File: src/rtl/writeback_stage_if.sv
// rtl/writeback_stage_if.sv - control word bundle passed from memory stage to writeback
interface rvga_cword_if;
  logic       rd_w_v;
  logic       dcache_r_v;
  logic [2:0] ldop;

  modport master (output rd_w_v, dcache_r_v, ldop);
  modport slave  (input  rd_w_v, dcache_r_v, ldop);
  modport i      (input  rd_w_v, dcache_r_v, ldop);
endinterface

File: src/rtl/writeback_stage.sv
// rtl/writeback_stage.sv - load formatting, registered RF write port, instret and misalign halt
// ldop uses the RISC-V funct3 load encoding (LB=0, LH=1, LW=2, LBU=4, LHU=5).
module writeback_stage #(
  parameter int INSTRET_W        = 64,
  parameter bit HALT_ON_MISALIGN = 1'b1
) (
  input  logic                 clk,
  input  logic                 rst,
  input  logic                 memory_writeback_v,
  input  logic [4:0]           memory_writeback_rd,
  input  logic [31:0]          memory_writeback_result,
  input  logic [1:0]           memory_writeback_addr_lo,
  rvga_cword_if.i              cword_i,
  input  logic                 halt_clear_i,
  output logic                 rf_w_en_o,
  output logic [4:0]           rf_w_addr_o,
  output logic [31:0]          rf_w_data_o,
  output logic                 fwd_v_o,
  output logic [4:0]           fwd_rd_o,
  output logic [31:0]          fwd_data_o,
  output logic [INSTRET_W-1:0] instret_o,
  output logic                 misalign_o,
  output logic                 halted_o
);

  localparam logic [2:0] LDOP_LB  = 3'd0;
  localparam logic [2:0] LDOP_LH  = 3'd1;
  localparam logic [2:0] LDOP_LBU = 3'd4;
  localparam logic [2:0] LDOP_LHU = 3'd5;

  typedef enum logic {S_RUN, S_HALTED} state_t;
  state_t state_q, state_d;

  logic [7:0]  ld_byte;
  logic [15:0] ld_half;
  logic [31:0] wb_data;
  logic        ld_misal;
  logic        accept, is_mis, retire, do_write;

  always_comb begin
    ld_byte  = memory_writeback_result[7:0];
    ld_half  = memory_writeback_addr_lo[1] ? memory_writeback_result[31:16]
                                           : memory_writeback_result[15:0];
    wb_data  = memory_writeback_result;
    ld_misal = 1'b0;
    case (memory_writeback_addr_lo)
      2'd0:    ld_byte = memory_writeback_result[7:0];
      2'd1:    ld_byte = memory_writeback_result[15:8];
      2'd2:    ld_byte = memory_writeback_result[23:16];
      default: ld_byte = memory_writeback_result[31:24];
    endcase
    if (cword_i.dcache_r_v) begin
      case (cword_i.ldop)
        LDOP_LB:  wb_data = {{24{ld_byte[7]}}, ld_byte};
        LDOP_LBU: wb_data = {24'd0, ld_byte};
        LDOP_LH: begin
          wb_data  = {{16{ld_half[15]}}, ld_half};
          ld_misal = memory_writeback_addr_lo[0];
        end
        LDOP_LHU: begin
          wb_data  = {16'd0, ld_half};
          ld_misal = memory_writeback_addr_lo[0];
        end
        default: begin
          wb_data  = memory_writeback_result;
          ld_misal = (memory_writeback_addr_lo != 2'd0);
        end
      endcase
    end
  end

  assign accept   = memory_writeback_v && (state_q == S_RUN);
  assign is_mis   = accept && ld_misal;
  assign retire   = accept && !ld_misal;
  assign do_write = retire && cword_i.rd_w_v && (memory_writeback_rd != 5'd0);

  always_ff @(posedge clk or negedge rst) begin
    if (!rst) state_q <= S_RUN;
    else      state_q <= state_d;
  end

  // Inputs presented while HALTED (including the clear cycle) are never accepted.
  always_comb begin
    state_d  = state_q;
    halted_o = 1'b0;
    case (state_q)
      S_RUN:
        if (is_mis && HALT_ON_MISALIGN) state_d = S_HALTED;
      default: begin
        halted_o = 1'b1;
        if (halt_clear_i) state_d = S_RUN;
      end
    endcase
  end

  always_ff @(posedge clk or negedge rst) begin
    if (!rst) begin
      rf_w_en_o   <= 1'b0;
      rf_w_addr_o <= 5'd0;
      rf_w_data_o <= 32'd0;
      instret_o   <= '0;
      misalign_o  <= 1'b0;
    end else begin
      rf_w_en_o  <= do_write;
      misalign_o <= is_mis;
      if (do_write) begin
        rf_w_addr_o <= memory_writeback_rd;
        rf_w_data_o <= wb_data;
      end
      if (retire) instret_o <= instret_o + INSTRET_W'(1);
    end
  end

  assign fwd_v_o    = rf_w_en_o;
  assign fwd_rd_o   = rf_w_addr_o;
  assign fwd_data_o = rf_w_data_o;

endmodule

File: src/flat_wrapper.sv
// flat-port wrapper written by rule: the top's interface ports become plain ports
module writeback_stage_flat 
#(
  parameter int INSTRET_W        = 64,
  parameter bit HALT_ON_MISALIGN = 1'b1
)
  (clk, rst, memory_writeback_v, memory_writeback_rd, memory_writeback_result, memory_writeback_addr_lo, halt_clear_i, rf_w_en_o, rf_w_addr_o, rf_w_data_o, fwd_v_o, fwd_rd_o, fwd_data_o, instret_o, misalign_o, halted_o, cword_i_rd_w_v, cword_i_dcache_r_v, cword_i_ldop);
  rvga_cword_if cword_i_i ();
  input  logic clk;
  input  logic rst;
  input  logic memory_writeback_v;
  input  logic [4:0] memory_writeback_rd;
  input  logic [31:0] memory_writeback_result;
  input  logic [1:0] memory_writeback_addr_lo;
  input  logic halt_clear_i;
  output logic rf_w_en_o;
  output logic [4:0] rf_w_addr_o;
  output logic [31:0] rf_w_data_o;
  output logic fwd_v_o;
  output logic [4:0] fwd_rd_o;
  output logic [31:0] fwd_data_o;
  output logic [INSTRET_W-1:0] instret_o;
  output logic misalign_o;
  output logic halted_o;
  input wire logic [$bits(cword_i_i.rd_w_v)-1:0] cword_i_rd_w_v;
  input wire logic [$bits(cword_i_i.dcache_r_v)-1:0] cword_i_dcache_r_v;
  input wire logic [$bits(cword_i_i.ldop)-1:0] cword_i_ldop;
  assign cword_i_i.rd_w_v = cword_i_rd_w_v;
  assign cword_i_i.dcache_r_v = cword_i_dcache_r_v;
  assign cword_i_i.ldop = cword_i_ldop;
  writeback_stage #(.INSTRET_W(INSTRET_W), .HALT_ON_MISALIGN(HALT_ON_MISALIGN)) u_core (.clk(clk), .rst(rst), .memory_writeback_v(memory_writeback_v), .memory_writeback_rd(memory_writeback_rd), .memory_writeback_result(memory_writeback_result), .memory_writeback_addr_lo(memory_writeback_addr_lo), .cword_i(cword_i_i), .halt_clear_i(halt_clear_i), .rf_w_en_o(rf_w_en_o), .rf_w_addr_o(rf_w_addr_o), .rf_w_data_o(rf_w_data_o), .fwd_v_o(fwd_v_o), .fwd_rd_o(fwd_rd_o), .fwd_data_o(fwd_data_o), .instret_o(instret_o), .misalign_o(misalign_o), .halted_o(halted_o));
endmodule
File: config.mk
export PLATFORM = sky130hd
export DESIGN_NAME = writeback_stage_flat
export DESIGN_NICKNAME = d
export VERILOG_FILES = /design/src/rtl/writeback_stage_if.sv /design/src/rtl/writeback_stage.sv /design/src/flat_wrapper.sv
export SDC_FILE = /design/constraint.sdc
export NUM_CORES = 1
export LEC_CHECK = 0
export CAP_MARGIN = 20
export CORE_MARGIN = 1.5
export CORE_UTILIZATION = 25
export DETAILED_ROUTE_END_ITERATION = 10
export GPL_TIMING_DRIVEN = 0
export PLACE_DENSITY_LB_ADDON = 0.12
export SYNTH_ARGS = -nofsm -noshare
export SYNTH_HDL_FRONTEND = slang
export SYNTH_SLANG_ARGS = --single-unit
File: constraint.sdc
create_clock -name clk -period 6.1 [get_ports clk]
set_input_delay 1.525 -clock clk [delete_from_list [all_inputs] [get_ports clk]]
set_output_delay 1.525 -clock clk [all_outputs]
set_load 0.01 [all_outputs]
==> impl_results.md, run 1 <==
* Layout cells sized above 1 at a little over a tenth
* Worst Hold Launch: u_core.instret_o[63]
* Synth top area share at 48.4%
* Cells after Synth at 560
* Largest delay share family, worst path: buffers and inverters
* WS Path Type: in2reg
* Pwr dens at 265 nW/um2
* Row count at between 50 and 60
* WP data arrival at roughly 4 ns
* Post-Route WL at 17000 um
* Max Cap Viol at 0
* Crit path cell chain: clkdlybuf4s50_1, o211a_1, or3_1, buf_6, or2_2, clkbuf_1, clkbuf_1, a211oi_1, nor2_1
* Crit. Startpoint: cword_i_ldop[1]
* Port Buf Inserts at approximately 190
* Final min period at around 3.8 ns
* Most frequent CP cell: clkbuf_1
* WL/cell at 16.3 um
* Core area at approximately 21000 um2
* Slew margin rel. at 56.3%
* Peak supply drop at 0.000124 V
* Multi-input gate area at around 2300 um2
* Post-route insts no fill at around 1000
* Slowest stage cell, crit path: clkdlybuf4s50_1
* Gp weighted congestion at between 0.7 and 0.8
* Final hold viol count at 0
* Layout area overhead at 47.5%
* Initial DRC Count at roughly 140
* FF+latch area at around 2600 um2
* Max Clk Rate at 264 MHz
* Type of origin of the critical path: primary input
* Largest net degree at the start of global routing at 64
* Commonest non-fill, non-tap cell in the layout: clkdlybuf4s50_1
* Die ar. at between 20000 and 25000 um2
* # H-tree levels at 3
* Most frequent cells in the layout: 187 x clkdlybuf4s50_1, 104 x dfrtp_1, 51 x nand2_1
* CP max FO at 10
* Clk sinks at 104
* Clock Tree Buf Depth at 2
* Vias per cell at 4.56
* Final core utilization at 37.7%
* Vias at around 4800
* Outcome: completed
* Synth async-reset ratio at between 90% and 100%
* Placed Cells at roughly 1000
* Total gr overflow at 0
* Tcrit/Tclk final at between 60% and 70%
* Max-slew violations at 0
* Crit Reg-Reg Startpoint: u_core.instret_o[23]
* Filler cell count at between 2000 and 2500
* Top_reg_cell synth: dfrtp_1
* CP required at 6.32 ns
* # resized after CTS at 0
* CTS Hold Buffers Added at 0
* Die Ht at 150 um
* Hold Path Class: reg2reg
* FF+latch count, synth at 104
* Seq/Total Area, Yosys at between 40% and 50%
* Lkg Pwr at 3.47 nW
* Starting Density at 25.6%
* CP bufs+invs at 4
* CTS tree: done
* Worst-path clk slew at roughly 0.080 ns
* CTS buffer count at 9
* Worst Tran Pin Value at 0.650 ns
* Worst skew pair latency at 0.35 ns
* Number of synthesized flops with an enable pin at 0
* Io pins at 190
* Cell accounting for the most synthesized area: dfrtp_1
* Largest stage delay on the critical path at 0.46 ns
* Die X at 150 um
* Mean cell area of the mapped netlist at 9.59 um2
* Initial antenna violation count at 1
* Via count of the first global-routing pass at 4759
* Top post-synthesis cells by area: dfrtp_1 48%, xor2_1 6.4%, buf_4 5.3%
* First-pass GRT wire length at 26500 um
* RSZ-0062 raised after global routing: no
* Final #Nets at 811
* Post-CTS setup repair buffer count at 0
* Post-Syn Area at about 5400 um2
* CTS Root Cell: clkbuf_16
* Setup-failing EPs final at 0
* Syn nets at 609
* Synth unique cells at 46
* Total track usage at 15.3%
* Remaining routing DRC violations at 0
* Skew final at 0.00802 ns
* DR pass1 iterations at 4
* Ys Warns at 0
* Routed Antenna Nets at 0
* Final HPWL DP at 12900 um
* Endpoint kind of the worst setup timing path: register
* TNS Setup at 0 ns
## per-layer routing
layer	vias up	GRT usage [%]	routed length, um
met5	-	0	0
met4	0	4.95	182
met3	11	3.17	1050
met2	132	24.8	8020
met1	2305	20.2	7710
li1	2307	-	-
## cell type report
class,count,area share [%]
flip-flops and latches,104,32.8
multi-input cells,373,28.8
repair buffers,191,24.3
plain buffers,64,5.29
well taps,275,4.34
clock buffers,11,3.06
inverters,19,0.900
clock inverters,5,0.505
diodes,1,0.0316
## power by group
part	switching [mW]	leakage (nW)	internal (mW)
clock	0.277	0.129	0.292
combinational	0.254	2.02	0.408
sequential	0.0919	1.32	0.776
total	0.623	3.47	1.48
## synthesized netlist by cell type, types with 10 or more instances
master,number
a21oi_1,40
buf_4,38
clkbuf_1,16
dfrtp_1,104
inv_1,18
nand2_1,51
nand3_1,31
nand4_1,15
nor2_1,47
nor3_1,23
nor4_1,10
o21ai_0,23
xnor2_1,24
xor2_1,39
## path summary, 6_finish.rpt
check	slack, ns	cells after the start	endpoint
max in group asynchronous	4.20	2	u_core.instret_o[29]
setup / recovery	2.31	9	u_core.fwd_data_o[6]
hold / removal	0.49	1	u_core.instret_o[63]
hold reg to reg	0.49	1	u_core.instret_o[63]
setup reg to reg	3.62	6	u_core.instret_o[57]
min in group asynchronous	1.17	1	u_core.fwd_rd_o[0]
## through the flow
| step | hold slack [ns] | power (mW) | setup WS [ns] | instance area [um2] |
|---|---|---|---|---|
| 3_5_place_dp | 0.467 | 1.55 | 1.70 | 7630 |
| 5_1_grt | 0.502 | 2.22 | 2.15 | 7920 |
| 6_report | 0.490 | 2.10 | 2.31 | 7920 |
| 3_3_place_gp | 0.462 | 1.54 | -0.682 | 7600 |
| 2_1_floorplan | 0.504 | 1.14 | 2.74 | 5370 |
| 4_1_cts | 0.491 | 2.13 | 2.07 | 7920 |
## state kept, by name (all words and copies together), names as in the netlist
| name | flops |
|---|---|
| u_core.instret_o | 64 |
| u_core.fwd_data_o | 32 |
| u_core.fwd_rd_o | 5 |
| u_core.fwd_v_o | 1 |
| u_core.misalign_o | 1 |
| u_core.state_q | 1 |
## cells by family (layout without fill, tap and decap cells)
| kind of cell | after synthesis | after routing | share of synthesized area, % |
|---|---|---|---|
| AND/OR/NAND/NOR | 215 | 215 | 20.8 |
| other | 0 | 1 | 0 |
| AO/OA/AOI/OAI | 84 | 84 | 9.04 |
| multiplexers | 10 | 10 | 2.14 |
| flip-flops | 104 | 104 | 48.4 |
| XOR/XNOR | 63 | 63 | 10.3 |
| buffers and inverters | 83 | 290 | 9.13 |
| adder cells (fa/ha/maj) | 1 | 1 | 0.233 |
(Power assumes the default switching activity.)
==> run 2, diff against run 1 <==
Clock period 6.1 ns to 3.7 ns, I/O delays scaled along.
==> results of run 2 <==
Same layout as run 1 (identical final DEF). Status: completed.
Among the figures that moved: setup slack after placement 1.70 ns -> -0.0997 ns; setup slack after layout 2.31 ns -> 0.514 ns; register-to-register setup slack 3.62 ns -> 1.22 ns; total power 2.10 mW -> 3.46 mW; worst IR drop on VDD 0.000124 V -> 0.000204 V
